File: src/rtl/wishbone_rr_arbiter.sv
// ============================================================================
// Module   : wishbone_rr_arbiter
// Purpose  : Round-robin arbiter that shares one Wishbone classic slave port
//            between NUM_MASTERS masters. The grant is held for the whole CYC.
//            Optional watchdog is enabled with `define WB_ARB_TIMEOUT_EN.
// Revision : 1.0 - initial release
// ============================================================================
`default_nettype none

module wishbone_rr_arbiter #(
    parameter int NUM_MASTERS    = 2,
    parameter int ADDR_WIDTH     = 32,
    parameter int DATA_WIDTH     = 32,
    parameter int TIMEOUT_CYCLES = 256
) (
    input  logic                                  clk,
    input  logic                                  rst,
    input  logic [NUM_MASTERS-1:0]                M_CYC,
    input  logic [NUM_MASTERS-1:0]                M_STB,
    input  logic [NUM_MASTERS-1:0]                M_WE,
    input  logic [NUM_MASTERS*ADDR_WIDTH-1:0]     M_ADDR,
    input  logic [NUM_MASTERS*DATA_WIDTH-1:0]     M_WDATA,
    input  logic [NUM_MASTERS*DATA_WIDTH/8-1:0]   M_SEL,
    output logic [DATA_WIDTH-1:0]                 M_RDATA,
    output logic [NUM_MASTERS-1:0]                M_ACK,
    output logic [NUM_MASTERS-1:0]                M_ERR,
    output logic [NUM_MASTERS-1:0]                GRANT,
    output logic                                  WB_CYC,
    output logic                                  WB_STB,
    output logic                                  WB_WE,
    output logic [ADDR_WIDTH-1:0]                 WB_ADDR,
    output logic [DATA_WIDTH-1:0]                 WB_WDATA,
    output logic [DATA_WIDTH/8-1:0]               WB_SEL,
    input  logic [DATA_WIDTH-1:0]                 WB_RDATA,
    input  logic                                  WB_ACK
);

    localparam int c_IDX_W = (NUM_MASTERS > 1) ? $clog2(NUM_MASTERS) : 1;
    localparam int c_SEL_W = DATA_WIDTH / 8;
    localparam logic [c_IDX_W-1:0] c_LAST_IDX = c_IDX_W'(NUM_MASTERS - 1);

    typedef enum logic [0:0] {
        S_IDLE = 1'b0,
        S_BUSY = 1'b1
    } state_t;

    state_t                   r_state;
    state_t                   w_state_next;
    logic [NUM_MASTERS-1:0]   r_grant;
    logic [NUM_MASTERS-1:0]   w_grant_next;
    logic [c_IDX_W-1:0]       r_last;
    logic [c_IDX_W-1:0]       w_last_next;
    logic [c_IDX_W-1:0]       w_pick;
    logic                     w_found;
    logic [NUM_MASTERS-1:0]   w_req;
    logic                     w_cyc_g;
    logic                     w_stb_g;
    logic                     w_timeout;

    assign w_req   = M_CYC & M_STB;
    assign w_cyc_g = |(M_CYC & r_grant);
    assign w_stb_g = |(M_STB & r_grant);

    // Two descending passes: the lowest requester above r_last wins,
    // otherwise the lowest requester at or below it (wrap-around).
    always_comb begin
        w_pick  = '0;
        w_found = 1'b0;
        for (int i = NUM_MASTERS - 1; i >= 0; i--) begin
            if (w_req[i] && (c_IDX_W'(i) <= r_last)) begin
                w_pick  = c_IDX_W'(i);
                w_found = 1'b1;
            end
        end
        for (int i = NUM_MASTERS - 1; i >= 0; i--) begin
            if (w_req[i] && (c_IDX_W'(i) > r_last)) begin
                w_pick  = c_IDX_W'(i);
                w_found = 1'b1;
            end
        end
    end

    always_ff @(posedge clk) begin
        if (rst) begin
            r_state <= S_IDLE;
            r_grant <= '0;
            r_last  <= c_LAST_IDX;
        end else begin
            r_state <= w_state_next;
            r_grant <= w_grant_next;
            r_last  <= w_last_next;
        end
    end

    always_comb begin
        w_state_next = r_state;
        w_grant_next = r_grant;
        w_last_next  = r_last;
        case (r_state)
            S_IDLE: begin
                w_grant_next = '0;
                if (w_found) begin
                    w_state_next = S_BUSY;
                    w_last_next  = w_pick;
                    for (int i = 0; i < NUM_MASTERS; i++) begin
                        w_grant_next[i] = (w_pick == c_IDX_W'(i));
                    end
                end
            end
            S_BUSY: begin
                if (!w_cyc_g || w_timeout) begin
                    w_state_next = S_IDLE;
                    w_grant_next = '0;
                end
            end
            default: begin
                w_state_next = S_IDLE;
                w_grant_next = '0;
            end
        endcase
    end

    // r_grant is zero in IDLE, so the AND-OR mux also zeroes idle outputs.
    always_comb begin
        WB_WE    = 1'b0;
        WB_ADDR  = '0;
        WB_WDATA = '0;
        WB_SEL   = '0;
        for (int i = 0; i < NUM_MASTERS; i++) begin
            WB_WE    = WB_WE    | (M_WE[i] & r_grant[i]);
            WB_ADDR  = WB_ADDR  | (M_ADDR[i*ADDR_WIDTH +: ADDR_WIDTH] & {ADDR_WIDTH{r_grant[i]}});
            WB_WDATA = WB_WDATA | (M_WDATA[i*DATA_WIDTH +: DATA_WIDTH] & {DATA_WIDTH{r_grant[i]}});
            WB_SEL   = WB_SEL   | (M_SEL[i*c_SEL_W +: c_SEL_W] & {c_SEL_W{r_grant[i]}});
        end
    end

    assign GRANT   = r_grant;
    assign WB_CYC  = w_cyc_g & ~w_timeout;
    assign WB_STB  = w_stb_g & ~w_timeout;
    assign M_ACK   = r_grant & M_STB & {NUM_MASTERS{WB_ACK & ~w_timeout}};
    assign M_RDATA = WB_RDATA;

`ifdef WB_ARB_TIMEOUT_EN
    localparam int c_CNT_W = $clog2(TIMEOUT_CYCLES + 1);

    logic [c_CNT_W-1:0] r_tmo_cnt;

    always_ff @(posedge clk) begin
        if (rst) begin
            r_tmo_cnt <= '0;
        end else if ((r_state == S_IDLE) || WB_ACK) begin
            r_tmo_cnt <= '0;
        end else if (WB_STB) begin
            r_tmo_cnt <= r_tmo_cnt + 1'b1;
        end
    end

    assign w_timeout = (r_state == S_BUSY) && (r_tmo_cnt == c_CNT_W'(TIMEOUT_CYCLES));
    assign M_ERR     = r_grant & {NUM_MASTERS{w_timeout}};
`else
    logic [31:0] w_unused_tmo;

    assign w_unused_tmo = 32'(TIMEOUT_CYCLES);
    assign w_timeout    = 1'b0;
    assign M_ERR        = '0;
`endif

endmodule

`default_nettype wire

File: config.mk
export PLATFORM = sky130hd
export DESIGN_NAME = wishbone_rr_arbiter
export DESIGN_NICKNAME = d
export VERILOG_FILES = /design/src/rtl/wishbone_rr_arbiter.sv
export SDC_FILE = /design/constraint.sdc
export NUM_CORES = 1
export LEC_CHECK = 0
export ABC_AREA = 1
export CAP_MARGIN = 20
export CELL_PAD_IN_SITES_DETAIL_PLACEMENT = 0
export CELL_PAD_IN_SITES_GLOBAL_PLACEMENT = 1
export CORE_AREA = 4 4 109 111
export CTS_BUF_LIST = sky130_fd_sc_hd__clkbuf_8
export CTS_CLUSTER_SIZE = 20
export DETAILED_ROUTE_END_ITERATION = 12
export DIE_AREA = 0 0 113 115
export DONT_BUFFER_PORTS = 1
export PLACE_DENSITY_LB_ADDON = 0.1
export SETUP_SLACK_MARGIN = 0.02
export SYNTH_ARGS = -nofsm -noshare
export SYNTH_HDL_FRONTEND = slang
export SYNTH_SLANG_ARGS = --single-unit
File: constraint.sdc
create_clock -name clk -period 2.6 [get_ports clk]
set_input_delay 0.65 -clock clk [delete_from_list [all_inputs] [get_ports clk]]
set_output_delay 0.65 -clock clk [all_outputs]
set_load 0.03 [all_outputs]
==> impl_metrics.csv <==
group,metric,value,unit
timing,tns,0,ns
min_path,holdPathEnd,"GRANT[1]$_SDFFE_PP0P_",
setup_path,reg2reg_depth,5,
setup_path,end_kind,"output pin",
setup_path,crit_start,"GRANT[0]$_SDFFE_PP0P_",
setup_path,r2r_end,"GRANT[0]$_SDFFE_PP0P_",
yosys,synthCells,155,
detailed_routing,ant_nets,0,
floorplanning,die_h,115,um
setup_path,r2r_start,"GRANT[0]$_SDFFE_PP0P_",
placement,post_dp_cell_area,1094,um2
clocking,cts_buffers,3,
timing,period_needed,2.059,ns
global_route,grt_max_degree,64,
yosys,yosys-mux-area-fraction,0,%
global_route,grtUsageTotal,8.119,%
detailed_routing,wl_per_cell,25.01,um
min_path,min_path_cells,1,
global_route,grt_pass1_vias,1222,
clocking,insertion_delay,0.22,ns
detailed_routing,finalWirelength,6403,um
floorplanning,pin_count,286,
placement,hpwl,5630,um
yosys,synth-seq-area-share,6.400,%
floorplanning,rows,38,
setup_path,r2r_slack,1.23,ns
clocking,clkSinkCount,4,
timing,finalHoldViolCount,0,
clocking,htreeDepth,1,
setup_path,startpoint_type,"flip-flop",
clocking,post_cts.repair.setup_buffers,0,
timing,rsz0062_at_grt,"false",
pwr,totalPowerFinal,430.6,uW
detailed_routing,drtIter0Drc,27,
floorplanning,die_w,113,um
pwr,ir_drop,0.08867,mV
pwr,power_density,378.6,nW/um2
yosys,synth-compound-area-share,50.00,%
cells_and_area,synthToLayoutAreaGrowth,-9.100,%
min_path,hold_start,"rst",
global_route,overflow,0,
timing,finalSetupViolCount,0,
placement,place_congestion,0.7074,
setup_path,crit_type,"flip-flop to output pin",
detailed_routing,viasPerCell,4.516,
clocking,cts_max_path_buffers,2,
yosys,yosys.area_share.adder,0,%
clocking,tritoncts,"done",
yosys,yosysTopAreaCell,"a22o_1",
yosys,netlist_top_cells_area,"a22o_1 48%, buf_4 25%, buf_6 8.1%",
yosys,synth-simple-area-share,7.900,%
yosys,synth_top_area_share,48.30,%
floorplanning,design.die.area,13000,um2
clocking,clk_transition_reported_paths,0.03,ns
cells_and_area,final_cell_area,1137,um2
run_status,status,"complete, no violations",
yosys,avgSynthCellArea,8.072,um2
detailed_routing,drc,0,
setup_path,critPathMaxFanout,63,
setup_path,arrival,1.41,ns
timing,worst_hold_slack,0.4915,ns
timing,fmax,485.6,MHz
global_route,grt_antenna_before_repair,1,
timing,maxSlewViolCount,0,
timing,fin_crit_sh,79.21,%
global_route,grt_pass1_wl,7859,um
clocking,ctsHoldBuffers,0,
clocking,cts-root-buf,"clkbuf_8",
cells_and_area,layout_commonest_cell,"a22o_1",
yosys,syn_area,1251,um2
detailed_routing,drtPass1Iterations,4,
cells_and_area,final_cell_mix,"69 x a22o_1, 9 x inv_1, 6 x nand2_1",
floorplanning,start_util,11.59,%
placement,portBuffers,0,
yosys,ys_ff_latch,4,
setup_path,critPathRequiredTime,1.95,ns
timing,fin_skew,0.001704,ns
yosys,yosys.cell_types.count,15,
detailed_routing,vias,1156,
cells_and_area,fin_nets,294,
clocking,post_cts_resized,0,
cells_and_area,drive_above_1_share,13.04,%
pwr,leakage,0.4245,nW
yosys,synth-xor-area-share,0,%
job,maxCapViolations,0,
yosys,synth_top_family_by_area,"compound AO/OA/AOI/OAI gates",
yosys,synth_warnings,0,
floorplanning,core-area,10790,um2
min_path,min_path_type,"input pin to flip-flop",
==> through the flow <==
step	instances	util [%]	setup slack [ns]
global route	256	10.54	0.4640
finish	256	10.54	0.5406
global placement	252	10.13	0.7773
CTS	255	10.51	0.5264
detailed placement	252	10.13	0.7628
floorplan	156	-	0.4897
==> critical path: stages (launching register included) <==
cell and delay (ns):
dfxtp_2 0.45, buf_12 0.32, a22o_1 0.39
==> sequential cells by signal, summed over array words and instances (netlist names) <==
register,count
r_last,1
r_state,1
GRANT,2
==> cell families (layout without fill, tap and decap cells) <==
logic type,count (synthesis),in the layout
AO/OA/AOI/OAI,73,73
buffers and inverters,59,18
flip-flops,4,4
other,1,3
AND/OR/NAND/NOR,18,18
==> power breakdown <==
group / total, mW / internal [mW] / switching [mW]
registers: 0.0713 / 0.0661 / 0.00522
logic: 0.228 / 0.0520 / 0.176
clock network: 0.131 / 0.0987 / 0.0327
==> worst max-delay path by stage <==
stage | to | slack, ns
after floorplan | M_ACK[0] | 0.49
after global placement | M_ACK[1] | 0.78
after detailed placement | WB_ADDR[8] | 0.76
after CTS | WB_ADDR[8] | 0.53
after global routing | WB_ADDR[8] | 0.46
final | WB_ADDR[8] | 0.54
==> cell type report <==
type                            count  area, um2
Antenna cell                        1      2.502
Clock buffer                        3      41.29
Fill cell                        1263       9656
Inverter                            9      33.78
Multi-Input combinational cell     93      732.0
Sequential cell                     4      82.58
Tap cell                          140      175.2
Timing Repair Buffer                6      70.07
==> cell usage after synthesis (all sizes together) <==
library cell,instances
conb,1
a22o,69
nand3b,1
nand3,6
dfxtp,4
nand2,9
buf,50
inv,9
a21oi,3
nor3,2
o22ai,1
==> routing by layer <==
layer	vias to the layer above	wire length, um	GRT usage (%)
met4	0	131	2.724
met1	518	1939	7.680
met3	14	811	3.263
met5	-	0	0
met2	145	3521	15.84
li1	479	-	-
Note: power is estimated with default switching activity, not from simulation.
